$ cat src/rtl/dram_arbiter_if.sv
// Requester-side and RAM-side bus of the two-port D-RAM arbiter.
// The arbiter uses the slave view; whatever owns the requesters and the RAM uses the master view.
interface dram_arbiter_if #(
    parameter int DW = 4,
    parameter int AW = 3
);
    logic          a_req;
    logic          a_wr;
    logic [AW-1:0] a_add;
    logic [DW-1:0] a_din;
    logic          a_ack;
    logic          a_rvalid;

    logic          b_req;
    logic          b_wr;
    logic [AW-1:0] b_add;
    logic [DW-1:0] b_din;
    logic          b_ack;
    logic          b_rvalid;

    logic [DW-1:0] rdata;
    logic          busy;

    logic          mem_wr;
    logic [AW-1:0] mem_add;
    logic [DW-1:0] mem_din;
    logic [DW-1:0] mem_dout;

    modport slave (
        input  a_req, a_wr, a_add, a_din,
        input  b_req, b_wr, b_add, b_din,
        input  mem_dout,
        output a_ack, a_rvalid, b_ack, b_rvalid,
        output rdata, busy,
        output mem_wr, mem_add, mem_din
    );

    modport master (
        output a_req, a_wr, a_add, a_din,
        output b_req, b_wr, b_add, b_din,
        output mem_dout,
        input  a_ack, a_rvalid, b_ack, b_rvalid,
        input  rdata, busy,
        input  mem_wr, mem_add, mem_din
    );
endinterface

$ cat src/rtl/dram_arbiter.sv
// Round-robin arbiter/sequencer placing requesters A and B onto a single 8x4 synchronous-read RAM.
// Define DRAM_REFRESH_EN to add periodic read-then-rewrite refresh cycles every REF_PERIOD clocks.
module dram_arbiter #(
    parameter int DW = 4,
    parameter int AW = 3
`ifdef DRAM_REFRESH_EN
    , parameter int REF_PERIOD = 64
`endif
) (
    input logic           clk,
    input logic           rs,
    dram_arbiter_if.slave bus
);

`ifdef DRAM_REFRESH_EN
    typedef enum logic [2:0] {
        IDLE, ACC, RWAIT, RDAT, RF_RD, RF_WAIT, RF_WR
    } state_t;
`else
    typedef enum logic [2:0] {
        IDLE, ACC, RWAIT, RDAT
    } state_t;
`endif

    state_t        state_q, state_d;
    logic          last_b_q, last_b_d;
    logic          owner_b_q, owner_b_d;
    logic          is_wr_q, is_wr_d;
    logic          a_ack_q, a_ack_d;
    logic          b_ack_q, b_ack_d;
    logic          a_rv_q, a_rv_d;
    logic          b_rv_q, b_rv_d;
    logic [DW-1:0] rdata_q, rdata_d;
    logic          mem_wr_q, mem_wr_d;
    logic [AW-1:0] mem_add_q, mem_add_d;
    logic [DW-1:0] mem_din_q, mem_din_d;
    logic          grant_b;

`ifdef DRAM_REFRESH_EN
    localparam int            CW       = (REF_PERIOD > 1) ? $clog2(REF_PERIOD) : 1;
    localparam logic [CW-1:0] CNT_LAST = CW'(REF_PERIOD - 1);

    logic [CW-1:0] ref_cnt_q, ref_cnt_d;
    logic [AW-1:0] ref_addr_q, ref_addr_d;
    logic          ref_pend_q, ref_pend_d;
    logic          ref_wrap;
`endif

    always_comb begin
        state_d   = state_q;
        last_b_d  = last_b_q;
        owner_b_d = owner_b_q;
        is_wr_d   = is_wr_q;
        a_ack_d   = 1'b0;
        b_ack_d   = 1'b0;
        a_rv_d    = 1'b0;
        b_rv_d    = 1'b0;
        rdata_d   = rdata_q;
        mem_wr_d  = 1'b0;
        mem_add_d = mem_add_q;
        mem_din_d = mem_din_q;
        grant_b   = 1'b0;
`ifdef DRAM_REFRESH_EN
        ref_wrap   = (ref_cnt_q == CNT_LAST);
        ref_cnt_d  = ref_wrap ? '0 : ref_cnt_q + CW'(1);
        ref_addr_d = ref_addr_q;
        ref_pend_d = ref_pend_q | ref_wrap;
`endif

        case (state_q)
            IDLE: begin
`ifdef DRAM_REFRESH_EN
                if (ref_pend_q) begin
                    state_d   = RF_RD;
                    mem_add_d = ref_addr_q;
                end else
`endif
                if (bus.a_req || bus.b_req) begin
                    // On a tie the requester that did not win last time goes first.
                    grant_b   = bus.b_req && (!bus.a_req || !last_b_q);
                    state_d   = ACC;
                    last_b_d  = grant_b;
                    owner_b_d = grant_b;
                    is_wr_d   = grant_b ? bus.b_wr : bus.a_wr;
                    mem_wr_d  = is_wr_d;
                    mem_add_d = grant_b ? bus.b_add : bus.a_add;
                    mem_din_d = grant_b ? bus.b_din : bus.a_din;
                    a_ack_d   = !grant_b;
                    b_ack_d   = grant_b;
                end
            end
            ACC:   state_d = is_wr_q ? IDLE : RWAIT;
            RWAIT: begin
                state_d = RDAT;
                rdata_d = bus.mem_dout;
                a_rv_d  = !owner_b_q;
                b_rv_d  = owner_b_q;
            end
            RDAT:  state_d = IDLE;
`ifdef DRAM_REFRESH_EN
            RF_RD: state_d = RF_WAIT;
            RF_WAIT: begin
                state_d   = RF_WR;
                mem_din_d = bus.mem_dout;
                mem_wr_d  = 1'b1;
            end
            RF_WR: begin
                state_d    = IDLE;
                ref_addr_d = ref_addr_q + AW'(1);
                // A new period expiring in this very cycle must not be lost.
                ref_pend_d = ref_wrap;
            end
`endif
            default: state_d = IDLE;
        endcase
    end

    always_ff @(posedge clk) begin
        if (!rs) begin
            state_q    <= IDLE;
            last_b_q   <= 1'b1;
            owner_b_q  <= 1'b0;
            is_wr_q    <= 1'b0;
            a_ack_q    <= 1'b0;
            b_ack_q    <= 1'b0;
            a_rv_q     <= 1'b0;
            b_rv_q     <= 1'b0;
            rdata_q    <= '0;
            mem_wr_q   <= 1'b0;
            mem_add_q  <= '0;
            mem_din_q  <= '0;
`ifdef DRAM_REFRESH_EN
            ref_cnt_q  <= '0;
            ref_addr_q <= '0;
            ref_pend_q <= 1'b0;
`endif
        end else begin
            state_q    <= state_d;
            last_b_q   <= last_b_d;
            owner_b_q  <= owner_b_d;
            is_wr_q    <= is_wr_d;
            a_ack_q    <= a_ack_d;
            b_ack_q    <= b_ack_d;
            a_rv_q     <= a_rv_d;
            b_rv_q     <= b_rv_d;
            rdata_q    <= rdata_d;
            mem_wr_q   <= mem_wr_d;
            mem_add_q  <= mem_add_d;
            mem_din_q  <= mem_din_d;
`ifdef DRAM_REFRESH_EN
            ref_cnt_q  <= ref_cnt_d;
            ref_addr_q <= ref_addr_d;
            ref_pend_q <= ref_pend_d;
`endif
        end
    end

    assign bus.a_ack    = a_ack_q;
    assign bus.b_ack    = b_ack_q;
    assign bus.a_rvalid = a_rv_q;
    assign bus.b_rvalid = b_rv_q;
    assign bus.rdata    = rdata_q;
    assign bus.busy     = (state_q != IDLE);
    assign bus.mem_wr   = mem_wr_q;
    assign bus.mem_add  = mem_add_q;
    assign bus.mem_din  = mem_din_q;

endmodule

$ cat src/flat_wrapper.sv
// flat-port wrapper written by rule: the top's interface ports become plain ports
module dram_arbiter_flat 
#(
    parameter int DW = 4,
    parameter int AW = 3

)
  (clk, rs, bus_a_req, bus_a_wr, bus_a_add, bus_a_din, bus_b_req, bus_b_wr, bus_b_add, bus_b_din, bus_mem_dout, bus_a_ack, bus_a_rvalid, bus_b_ack, bus_b_rvalid, bus_rdata, bus_busy, bus_mem_wr, bus_mem_add, bus_mem_din);
  dram_arbiter_if #(.DW(DW), .AW(AW)) bus_i ();
  input logic clk;
  input logic rs;
  input wire logic [$bits(bus_i.a_req)-1:0] bus_a_req;
  input wire logic [$bits(bus_i.a_wr)-1:0] bus_a_wr;
  input wire logic [$bits(bus_i.a_add)-1:0] bus_a_add;
  input wire logic [$bits(bus_i.a_din)-1:0] bus_a_din;
  input wire logic [$bits(bus_i.b_req)-1:0] bus_b_req;
  input wire logic [$bits(bus_i.b_wr)-1:0] bus_b_wr;
  input wire logic [$bits(bus_i.b_add)-1:0] bus_b_add;
  input wire logic [$bits(bus_i.b_din)-1:0] bus_b_din;
  input wire logic [$bits(bus_i.mem_dout)-1:0] bus_mem_dout;
  output wire logic [$bits(bus_i.a_ack)-1:0] bus_a_ack;
  output wire logic [$bits(bus_i.a_rvalid)-1:0] bus_a_rvalid;
  output wire logic [$bits(bus_i.b_ack)-1:0] bus_b_ack;
  output wire logic [$bits(bus_i.b_rvalid)-1:0] bus_b_rvalid;
  output wire logic [$bits(bus_i.rdata)-1:0] bus_rdata;
  output wire logic [$bits(bus_i.busy)-1:0] bus_busy;
  output wire logic [$bits(bus_i.mem_wr)-1:0] bus_mem_wr;
  output wire logic [$bits(bus_i.mem_add)-1:0] bus_mem_add;
  output wire logic [$bits(bus_i.mem_din)-1:0] bus_mem_din;
  assign bus_i.a_req = bus_a_req;
  assign bus_i.a_wr = bus_a_wr;
  assign bus_i.a_add = bus_a_add;
  assign bus_i.a_din = bus_a_din;
  assign bus_i.b_req = bus_b_req;
  assign bus_i.b_wr = bus_b_wr;
  assign bus_i.b_add = bus_b_add;
  assign bus_i.b_din = bus_b_din;
  assign bus_i.mem_dout = bus_mem_dout;
  assign bus_a_ack = bus_i.a_ack;
  assign bus_a_rvalid = bus_i.a_rvalid;
  assign bus_b_ack = bus_i.b_ack;
  assign bus_b_rvalid = bus_i.b_rvalid;
  assign bus_rdata = bus_i.rdata;
  assign bus_busy = bus_i.busy;
  assign bus_mem_wr = bus_i.mem_wr;
  assign bus_mem_add = bus_i.mem_add;
  assign bus_mem_din = bus_i.mem_din;
  dram_arbiter #(.DW(DW), .AW(AW)) u_core (.clk(clk), .rs(rs), .bus(bus_i));
endmodule
$ cat config.mk
export PLATFORM = sky130hd
export DESIGN_NAME = dram_arbiter_flat
export DESIGN_NICKNAME = d
export VERILOG_FILES = /design/src/rtl/dram_arbiter_if.sv /design/src/rtl/dram_arbiter.sv /design/src/flat_wrapper.sv
export SDC_FILE = /design/constraint.sdc
export NUM_CORES = 1
export LEC_CHECK = 0
export BUFFER_PORTS_ARGS = -buffer_cell sky130_fd_sc_hd__clkbuf_2
export CAP_MARGIN = 10
export CORE_MARGIN = 4
export CORE_UTILIZATION = 40
export CTS_BUF_LIST = sky130_fd_sc_hd__clkbuf_8
export DETAILED_ROUTE_END_ITERATION = 12
export HOLD_SLACK_MARGIN = 0.05
export PLACE_DENSITY = 0.77
export SLEW_MARGIN = 10
export SYNTH_ARGS = -nofsm -noshare
export SYNTH_HDL_FRONTEND = slang
export SYNTH_SLANG_ARGS = --single-unit
$ cat constraint.sdc
create_clock -name clk -period 1.4 [get_ports clk]
set_input_delay 0.14 -clock clk [delete_from_list [all_inputs] [get_ports clk]]
set_output_delay 0.14 -clock clk [all_outputs]
set_load 0.005 [all_outputs]
==> Yosys cells after proc, flatten, opt, wreduce, memory -nomap -nowiden <==
Cells that the tools add are included.
{ "op_classes": {"reduce_logical": 12, "muxes": 6, "eq_ne": 3} }
{ "ops": {"columns": ["op", "count"], "rows": [
  ["3-bit case mux with 3 select lines", 1],
  ["3-bit two-way mux", 2],
  ["1-bit zero test", 4],
  ["4-bit two-way mux", 1],
  ["2-bit AND reduction", 2],
  ["3-bit by 1-bit equality test with 1-bit output (second input constant)", 1],
  ["3-bit by 2-bit equality test with 1-bit output (second input constant)", 1],
  ["3-bit zero test", 1],
  ["3-bit AND reduction", 1],
  ["3-bit nonzero test", 1],
  ["1-bit logical OR", 2],
  ["2-bit two-way mux", 1],
  ["2-bit by 1-bit inequality test with 1-bit output (second input constant)", 1],
  ["1-bit logical AND", 1],
  ["1-bit two-way mux", 1]
]} }
{ "word_totals": {"ff_bits": 22, "inputBits": 24, "output_inout_bits": 17} }

==> Logic depth before layout (Yosys ltp) <==
{ "logic_depth": {"word_depth": 4, "depth_mapped": 4, "mapped_depth_nobuf": 4} }

==> Least setup slack after synthesis <==
Ideal clock, no wire load.
{ "synth_path": {"path_kind": "register to register", "startpoint": "register u_core.state_q[1]", "endpoint": "register u_core.is_wr_q", "required_ps": 1278, "arrival_time_ps": 978, "period_less_slack_ps": 1099, "path_stages_with_launch": 5, "path_slack_ps": 301, "setup_time_ps": 122, "path_cell_list": "dfxtp_1 nor2_4 buf_2 a21oi_1 a221o_1"} }
{ "synth_between": {"elab_chain_len": 2} }
{ "synth_rtl": {"columns": ["item", "line_no", "text"], "rows": [
  ["start, declared", "dram_arbiter.sv:25", "state_t state_q, state_d;"],
  ["start signal, assigned", "dram_arbiter.sv:138", "state_q <= state_d;"],
  ["3-bit zero test", "dram_arbiter.sv:70", "case (state_q)"],
  ["2-bit AND reduction (no line)", null, null],
  ["end signal, assigned", "dram_arbiter.sv:141", "is_wr_q <= is_wr_d;"],
  ["end, declared", "dram_arbiter.sv:28", "logic is_wr_q, is_wr_d;"]
]} }
No other way between the ends.
A chain may end at the register's enable or synchronous reset.

==> Final worst setup path <==
Ends and elaborated chain as after synthesis.

==> impl_metrics.json <==
{
  "status": "complete, no violations",
  "cts_max_level": 1,
  "power_frac_seq_pct": 51.6,
  "place.gp.congestion": 0.7792,
  "cp-start-kind": "flop",
  "cts_hold_buf": 0,
  "fin_crit_sh_pct": 88.68,
  "worstMarginPinSlew_ns": 0.3450,
  "core-area_um2": 2002,
  "synth_top_family_by_area": "compound AO/OA/AOI/OAI gates",
  "io_pins": 41,
  "ys_seq_area_share_pct": 49.12,
  "drive_gt1_share_pct": 40.00,
  "swShare_pct": 27.07,
  "grt_max_degree": 14,
  "worstPathArrival_ns": 1.45,
  "ys_top_cells_by_count": "21 x dfxtp_1, 11 x a21oi_1, 11 x mux2i_1",
  "p_leak_nw": 0.5521,
  "hold_ws_ns": 0.1140,
  "grt_antenna_before_repair": 0,
  "grt_usage_pct": 15.07,
  "netlist_instances": 84,
  "totalWireLength_um": 1951,
  "die-area_um2": 2944,
  "syn_avg_cell_area_um2": 10.19,
  "internal_power_uw": 972.6,
  "critPathKind": "reg2reg",
  "viasPerCell": 4.954,
  "clkTransAtPathRegs_ns": 0.07,
  "fin_skew_ns": 0.001506,
  "netlist_area_um2": 855.8,
  "post_cts_resized": 0,
  "synthDistinctLibCells": 25,
  "pre_cts_ws_ns": 0.06499,
  "rsz0062_at_grt": "no",
  "timing.setup.tns_ns": 0,
  "die_y_um": 54.26,
  "slew_viol_final": 0,
  "hp-class": "in2reg",
  "cts_buffers": 3,
  "rows": 16,
  "synth_top_area_share_pct": 49.12,
  "first_iter_violations": 9,
  "cp_max_fo": 6,
  "grt_pass1_vias": 772,
  "postCtsSetupBuffers": 0,
  "gr-total-overflow": 0,
  "synthArstFlopShare_pct": 0,
  "dp.cells": 148,
  "synth_area_leader_cell": "dfxtp_1",
  "yosys.area_share.simple_pct": 10.23,
  "synth-xor-area-share_pct": 0,
  "cellPowerDensity_nw_per_um2": 1183,
  "clkPwrFrac_pct": 29.2,
  "vias": 753,
  "maxSlewHeadroom_pct": 76.94,
  "initial_core_util_pct": 42.75,
  "maxCapViolations": 0,
  "place_hpwl_um": 1503,
  "peakVddDrop_uv": 740.2,
  "detail_route.wl_per_cell_um": 12.84,
  "drc_errors": 0,
  "nets": 150,
  "die_w_um": 54.26,
  "dpl-instance-area_um2": 1072,
  "p_sw_uw": 360.9,
  "cts_tree": "done",
  "ys_ff_latch": 21,
  "synth_edf_count": 0,
  "stdcell_area_um2": 1127,
  "io_buffers": 40,
  "yosysMostFrequentCell": "dfxtp_1",
  "yosys_most_used_dff": "dfxtp_1",
  "drtPass1Iterations": 4,
  "diodes": 0,
  "finalHoldViolations": 0,
  "clock_latency_ns": 0.26,
  "root_buffer": "clkbuf_8",
  "area_growth_pct": 31.72,
  "fin_cells": 152,
  "cts_buffer_depth": 2,
  "comb_power_share_pct": 19.2,
  "grt_pass1_wl_um": 3139,
  "finalSetupViolCount": 0,
  "ant_nets": 0,
  "syn-num-nets": 108,
  "synthTopCellsByArea": "dfxtp_1 49%, mux2i_1 13%, a21oi_1 6.4%",
  "crit_required_ns": 1.61,
  "yosys_warnings": 0,
  "synth-compound-area-share_pct": 22.66,
  "critPathCaptureType": "flop",
  "synth_mux_area_share_pct": 12.87,
  "max_freq_mhz": 805.4,
  "setup_ws_ns": 0.1585,
  "synth_fa_ha_area_share_pct": 0,
  "cts_num_sinks": 21,
  "finalCriticalPeriod_ns": 1.242
}
-- metal layers --
| layer | GRT usage, % | up-vias | share of wire (%) |
|---|---|---|---|
| li1 | - | 380 | - |
| met1 | 15.50 | 336 | 41 |
| met2 | 26.29 | 32 | 49 |
| met3 | 3.542 | 5 | 6.6 |
| met4 | 11.20 | 0 | 3.2 |
| met5 | 0 | - | 0 |
-- layout by cell type (no fill, tap or decap), types with 2 or more instances in the layout --
cell type | Yosys | layout
a211oi_1 | 7 | 7
a21oi_1 | 11 | 11
and3_1 | 2 | 2
buf_4 | 1 | 2
clkbuf_2 | 0 | 40
clkbuf_8 | 0 | 3
dfxtp_1 | 21 | 21
inv_1 | 2 | 3
mux2i_1 | 11 | 11
nand2_1 | 4 | 4
nor2_1 | 8 | 7
-- per-stage QoR --
| stage | utilization, % | power [mW] |
|---|---|---|
| 2_1_floorplan | - | 0.8478 |
| 3_3_place_gp | 53.56 | 0.9448 |
| 3_5_place_dp | 53.56 | 0.9540 |
| 4_1_cts | 55.81 | 1.337 |
| 5_1_grt | 56.31 | 1.403 |
| 6_report | 56.31 | 1.333 |
-- worst max-delay path, cell delays in order (launching register included) --
cell and delay, ns:
dfxtp_1 0.38, nor2_4 0.20, inv_2 0.09, a2111oi_4 0.32, a221o_1 0.20
-- registers in the layout (all words and copies together) (netlist names), 2 cells and up --
name,cells
u_core.state_q,2
u_core.bus.rdata,4
u_core.bus.mem_add,3
u_core.bus.mem_din,4
-- final cells by class --
cell class / count / area [um2]
Fill cell: 201 / 874.6
Sequential cell: 21 / 420.4
Multi-Input combinational cell: 55 / 401.6
Timing Repair Buffer: 42 / 215.2
Clock buffer: 3 / 41.29
Tap cell: 27 / 33.78
Inverter: 3 / 11.26
Clock inverter: 1 / 3.754
-- cells by family after synthesis --
| family | count (synthesis) |
|---|---|
| AOI/OAI and AO/OA | 26 |
| and+or+nand+nor | 18 |
| muxes | 11 |
| DFF | 21 |
| buffers and inverters | 8 |
-- worst paths after layout --
kind                                        from                        endpoint  slack [ns]  cells past startpoint
hold / removal                          bus_a_wr    u_core.bus.mem_wr$_SDFF_PN0_        0.11                      2
setup reg to reg  u_core.state_q[1]$_SDFFE_PN0P_     u_core.is_wr_q$_SDFFE_PN0P_        0.16                      4
setup / recovery  u_core.state_q[1]$_SDFFE_PN0P_     u_core.is_wr_q$_SDFFE_PN0P_        0.16                      4
hold reg to reg    u_core.owner_b_q$_SDFFE_PN0P_  u_core.bus.a_rvalid$_SDFF_PN0_        0.44                      1
-- power by group through the flow --
stage               Sequential (mW)  Combinational (mW)  Clock (mW)
global placement              0.697               0.248           0
detailed placement            0.700               0.254           0
floorplan                     0.698               0.149           0
finish                        0.688               0.256       0.390
CTS                           0.687               0.255       0.394
global route                  0.694               0.288       0.420
(Power assumes the default switching activity.)
